**config.mk**
```make
export PLATFORM = sky130hd
export DESIGN_NAME = reg_file
export DESIGN_NICKNAME = d
export VERILOG_FILES = /design/src/rtl/reg_file_pkg.sv /design/src/rtl/reg_file_scoreboard.sv /design/src/rtl/reg_file.sv
export SDC_FILE = /design/constraint.sdc
export NUM_CORES = 2
export LEC_CHECK = 0
export CAP_MARGIN = 20
export CELL_PAD_IN_SITES_DETAIL_PLACEMENT = 1
export CELL_PAD_IN_SITES_GLOBAL_PLACEMENT = 1
export CORE_UTILIZATION = 28
export DETAILED_ROUTE_END_ITERATION = 6
export DONT_BUFFER_PORTS = 1
export PLACE_DENSITY = 0.54
export SLEW_MARGIN = 25
export SYNTH_ARGS = -nofsm -noshare
export SYNTH_HDL_FRONTEND = slang
export SYNTH_SLANG_ARGS = --single-unit
```
**constraint.sdc**
```tcl
create_clock -name clk -period 8.9 [get_ports clk]
set_clock_uncertainty 0.1 [all_clocks]
set_input_delay 1.78 -clock clk [delete_from_list [all_inputs] [get_ports clk]]
set_output_delay 1.78 -clock clk [all_outputs]
set_load 0.02 [all_outputs]
```
**src/rtl/reg_file_pkg.sv**
```systemverilog
// Shared CPU constants for the integer register file and its write scoreboard.
package reg_file_pkg;

  localparam int CPU_XLEN   = 32;
  localparam int NUM_REGS   = 32;
  localparam int REG_ADDR_W = 5;

  typedef logic [REG_ADDR_W-1:0] reg_addr_t;

  // One-hot select of a register number; used to build per-register strobes.
  function automatic logic [NUM_REGS-1:0] reg_onehot(input reg_addr_t num);
    reg_onehot = '0;
    reg_onehot[num] = 1'b1;
  endfunction

endpackage

```
**src/rtl/reg_file_scoreboard.sv**
```systemverilog
// Pending-write scoreboard: one saturating-guarded counter per register,
// operand busy detection, issue back-pressure and a sticky underflow flag.
module reg_scoreboard
  import reg_file_pkg::*;
#(
  parameter int PEND_W = 2
) (
  input  logic                  clk,
  input  logic                  reset_n,
  input  logic [REG_ADDR_W-1:0] rs1_num_i,
  input  logic [REG_ADDR_W-1:0] rs2_num_i,
  input  logic                  issue_en_i,
  input  logic [REG_ADDR_W-1:0] issue_rd_i,
  input  logic                  wb_en_i,
  input  logic [REG_ADDR_W-1:0] wb_rd_i,
  input  logic                  flush_i,
  output logic                  stall_o,
  output logic                  pend_overflow_o
);

  localparam logic [PEND_W-1:0] CNT_MAX = '1;
  localparam logic [PEND_W-1:0] CNT_ONE = PEND_W'(1);

  logic [PEND_W-1:0] cnt_q [NUM_REGS];
  logic [PEND_W-1:0] cnt_d [NUM_REGS];
  logic              ovf_q;
  logic              ovf_d;

  logic                wb_live;
  logic                rs1_busy;
  logic                rs2_busy;
  logic                issue_full;
  logic                issue_ok;
  logic [NUM_REGS-1:0] inc_vec;
  logic [NUM_REGS-1:0] dec_vec;

  // x0 is never tracked, so a write-back to it neither retires nor underflows.
  assign wb_live = wb_en_i && (wb_rd_i != '0);

  // An operand is busy while writes are outstanding, unless the last one lands
  // this very cycle and the bypass path supplies it.
  assign rs1_busy = (cnt_q[rs1_num_i] != '0) &&
                    !((cnt_q[rs1_num_i] == CNT_ONE) && wb_live && (wb_rd_i == rs1_num_i));
  assign rs2_busy = (cnt_q[rs2_num_i] != '0) &&
                    !((cnt_q[rs2_num_i] == CNT_ONE) && wb_live && (wb_rd_i == rs2_num_i));

  // Issuing to a full counter would wrap it, unless a write-back frees a slot now.
  assign issue_full = issue_en_i && (cnt_q[issue_rd_i] == CNT_MAX) &&
                      !(wb_en_i && (wb_rd_i == issue_rd_i));

  assign stall_o         = rs1_busy || rs2_busy || issue_full;
  assign pend_overflow_o = ovf_q;

  assign issue_ok = issue_en_i && !stall_o && (issue_rd_i != '0);
  assign inc_vec  = issue_ok ? reg_onehot(issue_rd_i) : '0;
  assign dec_vec  = wb_live  ? reg_onehot(wb_rd_i)    : '0;

  // Next counter values: flush wins, an issue and a write-back to the same
  // register cancel, and a write-back to an idle counter leaves it at zero.
  always_comb begin
    // NOTE: every combinational output gets its hold value first so that no
    // path through the block leaves it unassigned and a latch is inferred.
    cnt_d = cnt_q;
    ovf_d = ovf_q;
    if (wb_live && (cnt_q[wb_rd_i] == '0)) begin
      ovf_d = 1'b1;
    end
    if (flush_i) begin
      for (int r = 0; r < NUM_REGS; r++) begin
        cnt_d[r] = '0;
      end
    end else begin
      for (int r = 1; r < NUM_REGS; r++) begin
        if (inc_vec[r] && !dec_vec[r]) begin
          cnt_d[r] = cnt_q[r] + CNT_ONE;
        end else if (dec_vec[r] && !inc_vec[r] && (cnt_q[r] != '0)) begin
          cnt_d[r] = cnt_q[r] - CNT_ONE;
        end
      end
    end
  end

  // Counter and flag state; reset discards everything in flight.
  always_ff @(posedge clk or negedge reset_n) begin
    // NOTE: sequential state uses non-blocking assignments so every flop
    // samples the pre-edge values regardless of statement order.
    if (!reset_n) begin
      for (int r = 0; r < NUM_REGS; r++) begin
        cnt_q[r] <= '0;
      end
      ovf_q <= 1'b0;
    end else begin
      for (int r = 0; r < NUM_REGS; r++) begin
        cnt_q[r] <= cnt_d[r];
      end
      ovf_q <= ovf_d;
    end
  end

endmodule

```
**src/rtl/reg_file.sv**
```systemverilog
// Integer register file: 32 x XLEN storage with x0 hard-wired to zero,
// combinational reads with write-back bypass, and a pending-write scoreboard.
module reg_file
  import reg_file_pkg::*;
#(
  parameter int XLEN   = CPU_XLEN,
  parameter int PEND_W = 2
) (
  input  logic                  clk,
  input  logic                  reset_n,
  input  logic [REG_ADDR_W-1:0] rs1_num,
  input  logic [REG_ADDR_W-1:0] rs2_num,
  output logic [XLEN-1:0]       rs1_data,
  output logic [XLEN-1:0]       rs2_data,
  input  logic                  issue_en,
  input  logic [REG_ADDR_W-1:0] issue_rd,
  input  logic                  wb_en,
  input  logic [REG_ADDR_W-1:0] wb_rd,
  input  logic [XLEN-1:0]       wb_data,
  input  logic                  flush,
  output logic                  stall,
  output logic                  pend_overflow
);

  logic [XLEN-1:0] regs_q [NUM_REGS];
  logic            wr_en;

  assign wr_en = wb_en && (wb_rd != '0);

  // Architectural register storage; x0 is never written so it stays zero.
  always_ff @(posedge clk or negedge reset_n) begin
    // NOTE: the array is reset on purpose -- registers must read zero after
    // reset -- which rules out mapping it onto a RAM macro.
    if (!reset_n) begin
      for (int r = 0; r < NUM_REGS; r++) begin
        regs_q[r] <= '0;
      end
    end else if (wr_en) begin
      regs_q[wb_rd] <= wb_data;
    end
  end

  // Read ports: x0 reads zero, otherwise forward a same-cycle write-back.
  always_comb begin
    rs1_data = '0;
    rs2_data = '0;
    if (rs1_num != '0) begin
      rs1_data = (wb_en && (wb_rd == rs1_num)) ? wb_data : regs_q[rs1_num];
    end
    if (rs2_num != '0) begin
      rs2_data = (wb_en && (wb_rd == rs2_num)) ? wb_data : regs_q[rs2_num];
    end
  end

  reg_scoreboard #(
    .PEND_W(PEND_W)
  ) u_scoreboard (
    .clk            (clk),
    .reset_n        (reset_n),
    .rs1_num_i      (rs1_num),
    .rs2_num_i      (rs2_num),
    .issue_en_i     (issue_en),
    .issue_rd_i     (issue_rd),
    .wb_en_i        (wb_en),
    .wb_rd_i        (wb_rd),
    .flush_i        (flush),
    .stall_o        (stall),
    .pend_overflow_o(pend_overflow)
  );

endmodule
```
==> flow_summary.toml <==
[cells_and_area]
final_layout_size_suffix_gt1_share_pct = 31.5
final_common_cell = "nand2_1"
nets = 4928
layout_common_cells = "nand2_1 (1191), dfrtp_1 (1087), mux2_2 (661), mux4_2 (520), mux2i_1 (205)"
syn_to_final_growth_pct = 11.6

[clock_network]
numCtsBuffers = 132
cts_max_level = 4
numClockSinks = 1087
cts_tree = "done"
cts.clk_slew.worst_paths_ns = 0.05
cts_setup_buffers = 0
cts_buffer_depth = 3
post_cts_resized = 0
cts_hold_buf = 0
clk_latency_ns = 0.80
clockRootBuffer = "clkbuf_16"

[detailed_routing]
drc = 0
first_pass_iters = 5
wl_per_cell_um = 30.9
avgViaCountPerCell = 5.61
postRouteAntennaNets = 0
vias = 43900
drtIter0Drc = 3431
routed_wl_um = 242000

[die]
die_h_um = 469
fp-row-count = 171
dieArea_mm2 = 0.220
die_w_um = 469
io_pins = 123
core-area_mm2 = 0.217
start_util_pct = 28.2

[placed_design]
port_buffers = 0
hpwl_um = 125000
gp_congestion = 0.782

[pwr]
cellLeakagePower_uw = 0.0298
powerDensity_mw_per_mm2 = 215
vdd_drop_max_mv = 0.192

[grt]
grt_pass1_wl_um = 352000
grt_use_met2_pct = 34.8
first_global_vias = 46600
grt.total_usage_pct = 21.9
grt-ovfl-total = 0
antenna_found_initial = 15
busiest_layer = "met2"
grt_max_degree = 375
gr-usage-met1_pct = 30.2
grt.met3_usage_pct = 4.17

[timing]
hold_ws_ns = 0.291
finalCriticalPeriod_ns = 8.38
maxSlewViolCount = 282
final.setup.tns_ns = 0
fmax_mhz = 119
worst_pin_slew_ns = 3.94
period_share_pct = 94.2
slew_headroom_pct = -162
rsz0062_at_grt = "no"
setup_violations = 0
hold_viol_final = 0

[setup_path]
reg2reg_from = "u_scoreboard.cnt_q[46]"
critPathCaptureType = "output port"
ff2ff_setup_slack_ns = 4.96
setup.worst_path.class = "input port to output port"
arrival_ns = 6.50
crit_required_ns = 7.02
r2r-end = "u_scoreboard.cnt_q[59]"
crit_start = "rs2_num[0]"
critPathLaunchType = "input port"
cp_max_fo = 374
r2r_cells = 8

[yosys]
yosysTopAreaCellShare_pct = 44.5
synth.area.top_cells = "dfrtp_1 (44%), mux4_2 (19%), mux2_2 (12%)"
synth-edff-count = 0
syn_area_mm2 = 0.0611
syn_inst = 5185
synth_warnings = 0
synth_largest_area_cell = "dfrtp_1"
seq_area_frac_synth_pct = 44.5
async_flop_share_pct = 100
syn_area_per_cell_um2 = 11.8
ys.flop_type = "dfrtp_1"
ys_seq_elements = 1087
synth_nets = 5242
yosysUniqueCellTypes = 68

[min_path]
worstHoldEndpoint = "regs_q[1002]"
min_from = "regs_q[1002]"
hold_path_class = "flip-flop to flip-flop"
holdPathStages = 0

[job]
maxCapViolations = 0

[status]
violations = "max-slew violations"
status = "finished, violations left"
-- worst max path at each step --
stage | to | slack (ns) | cells after the start
global route | rs2_data[13] | 2.28 | 8
CTS | rs2_data[13] | 2.34 | 8
global placement | rs2_data[13] | 2.36 | 8
floorplan | rs2_data[14] | 2.66 | 13
finish | rs2_data[27] | 0.52 | 5
detailed placement | rs2_data[13] | 2.37 | 8
-- power by group --
part           internal, µW  switching, µW
combinational          1560           1090
clock                  3280           2280
sequential             5810            630
total                 10600           4010
-- Yosys cell counts, drive strengths merged, types with 54 or more instances --
| cell | n |
|---|---|
| a211oi | 99 |
| a21oi | 142 |
| a221oi | 54 |
| buf | 107 |
| clkbuf | 425 |
| dfrtp | 1087 |
| mux2 | 661 |
| mux2i | 205 |
| mux4 | 528 |
| nand2 | 1220 |
| nand3 | 65 |
| nor2 | 126 |
| o21ai | 139 |
-- cells by family (layout without fill, tap and decap cells) --
group / Yosys count / in the layout / synth area share [%]
AO/OA/AOI/OAI: 543 / 543 / 5.77
AND/OR/NAND/NOR: 1566 / 1566 / 10.6
XOR/XNOR: 37 / 37 / 0.530
buffers and inverters: 558 / 341 / 3.60
flip-flops: 1087 / 1087 / 44.5
multiplexers: 1394 / 1394 / 35.0
other: 0 / 1 / 0
-- routing by layer --
layer  part of all wire, %  routed length (µm)  up-vias
met5                0.0050                  12        -
met4                   2.9                7130        2
met3                   5.8               14100      345
met2                    46              112000     1205
met1                    45              109000    24100
li1                      -                   -    18300
-- metrics by stage --
step	setup WS (ns)	total power, µW	std cells	instance area (µm²)	util (%)
4_1_cts	2.34	14800	7822	68200	31.4
3_3_place_gp	2.36	9020	7585	63700	29.3
5_1_grt	2.28	15300	7823	68200	31.4
6_report	0.516	14700	7823	68200	31.4
2_1_floorplan	2.66	8500	5185	61100	-
3_5_place_dp	2.37	9160	7591	63800	29.4
-- worst max-delay path: stages --
cell      delay (ns)
mux4_2          1.87
mux4_2          0.54
a21oi_1         0.17
a211oi_1        0.10
buf_4           0.20
-- area by class of cell --
class,count,area (µm²)
multi-input cells,3540,32100
diodes,1,2.50
flip-flops and latches,1087,27200
fillers,23200,149000
well taps,2854,3570
clock buffers,195,3920
clock inverters,36,469
repair buffers,84,848
inverters,26,109
-- state kept, by name, summed over array words and instances (netlist names) --
| register | flops |
|---|---|
| regs_q | 1024 |
| u_scoreboard.cnt_q | 62 |
| u_scoreboard.pend_overflow_o | 1 |
(Power assumes the default switching activity.)
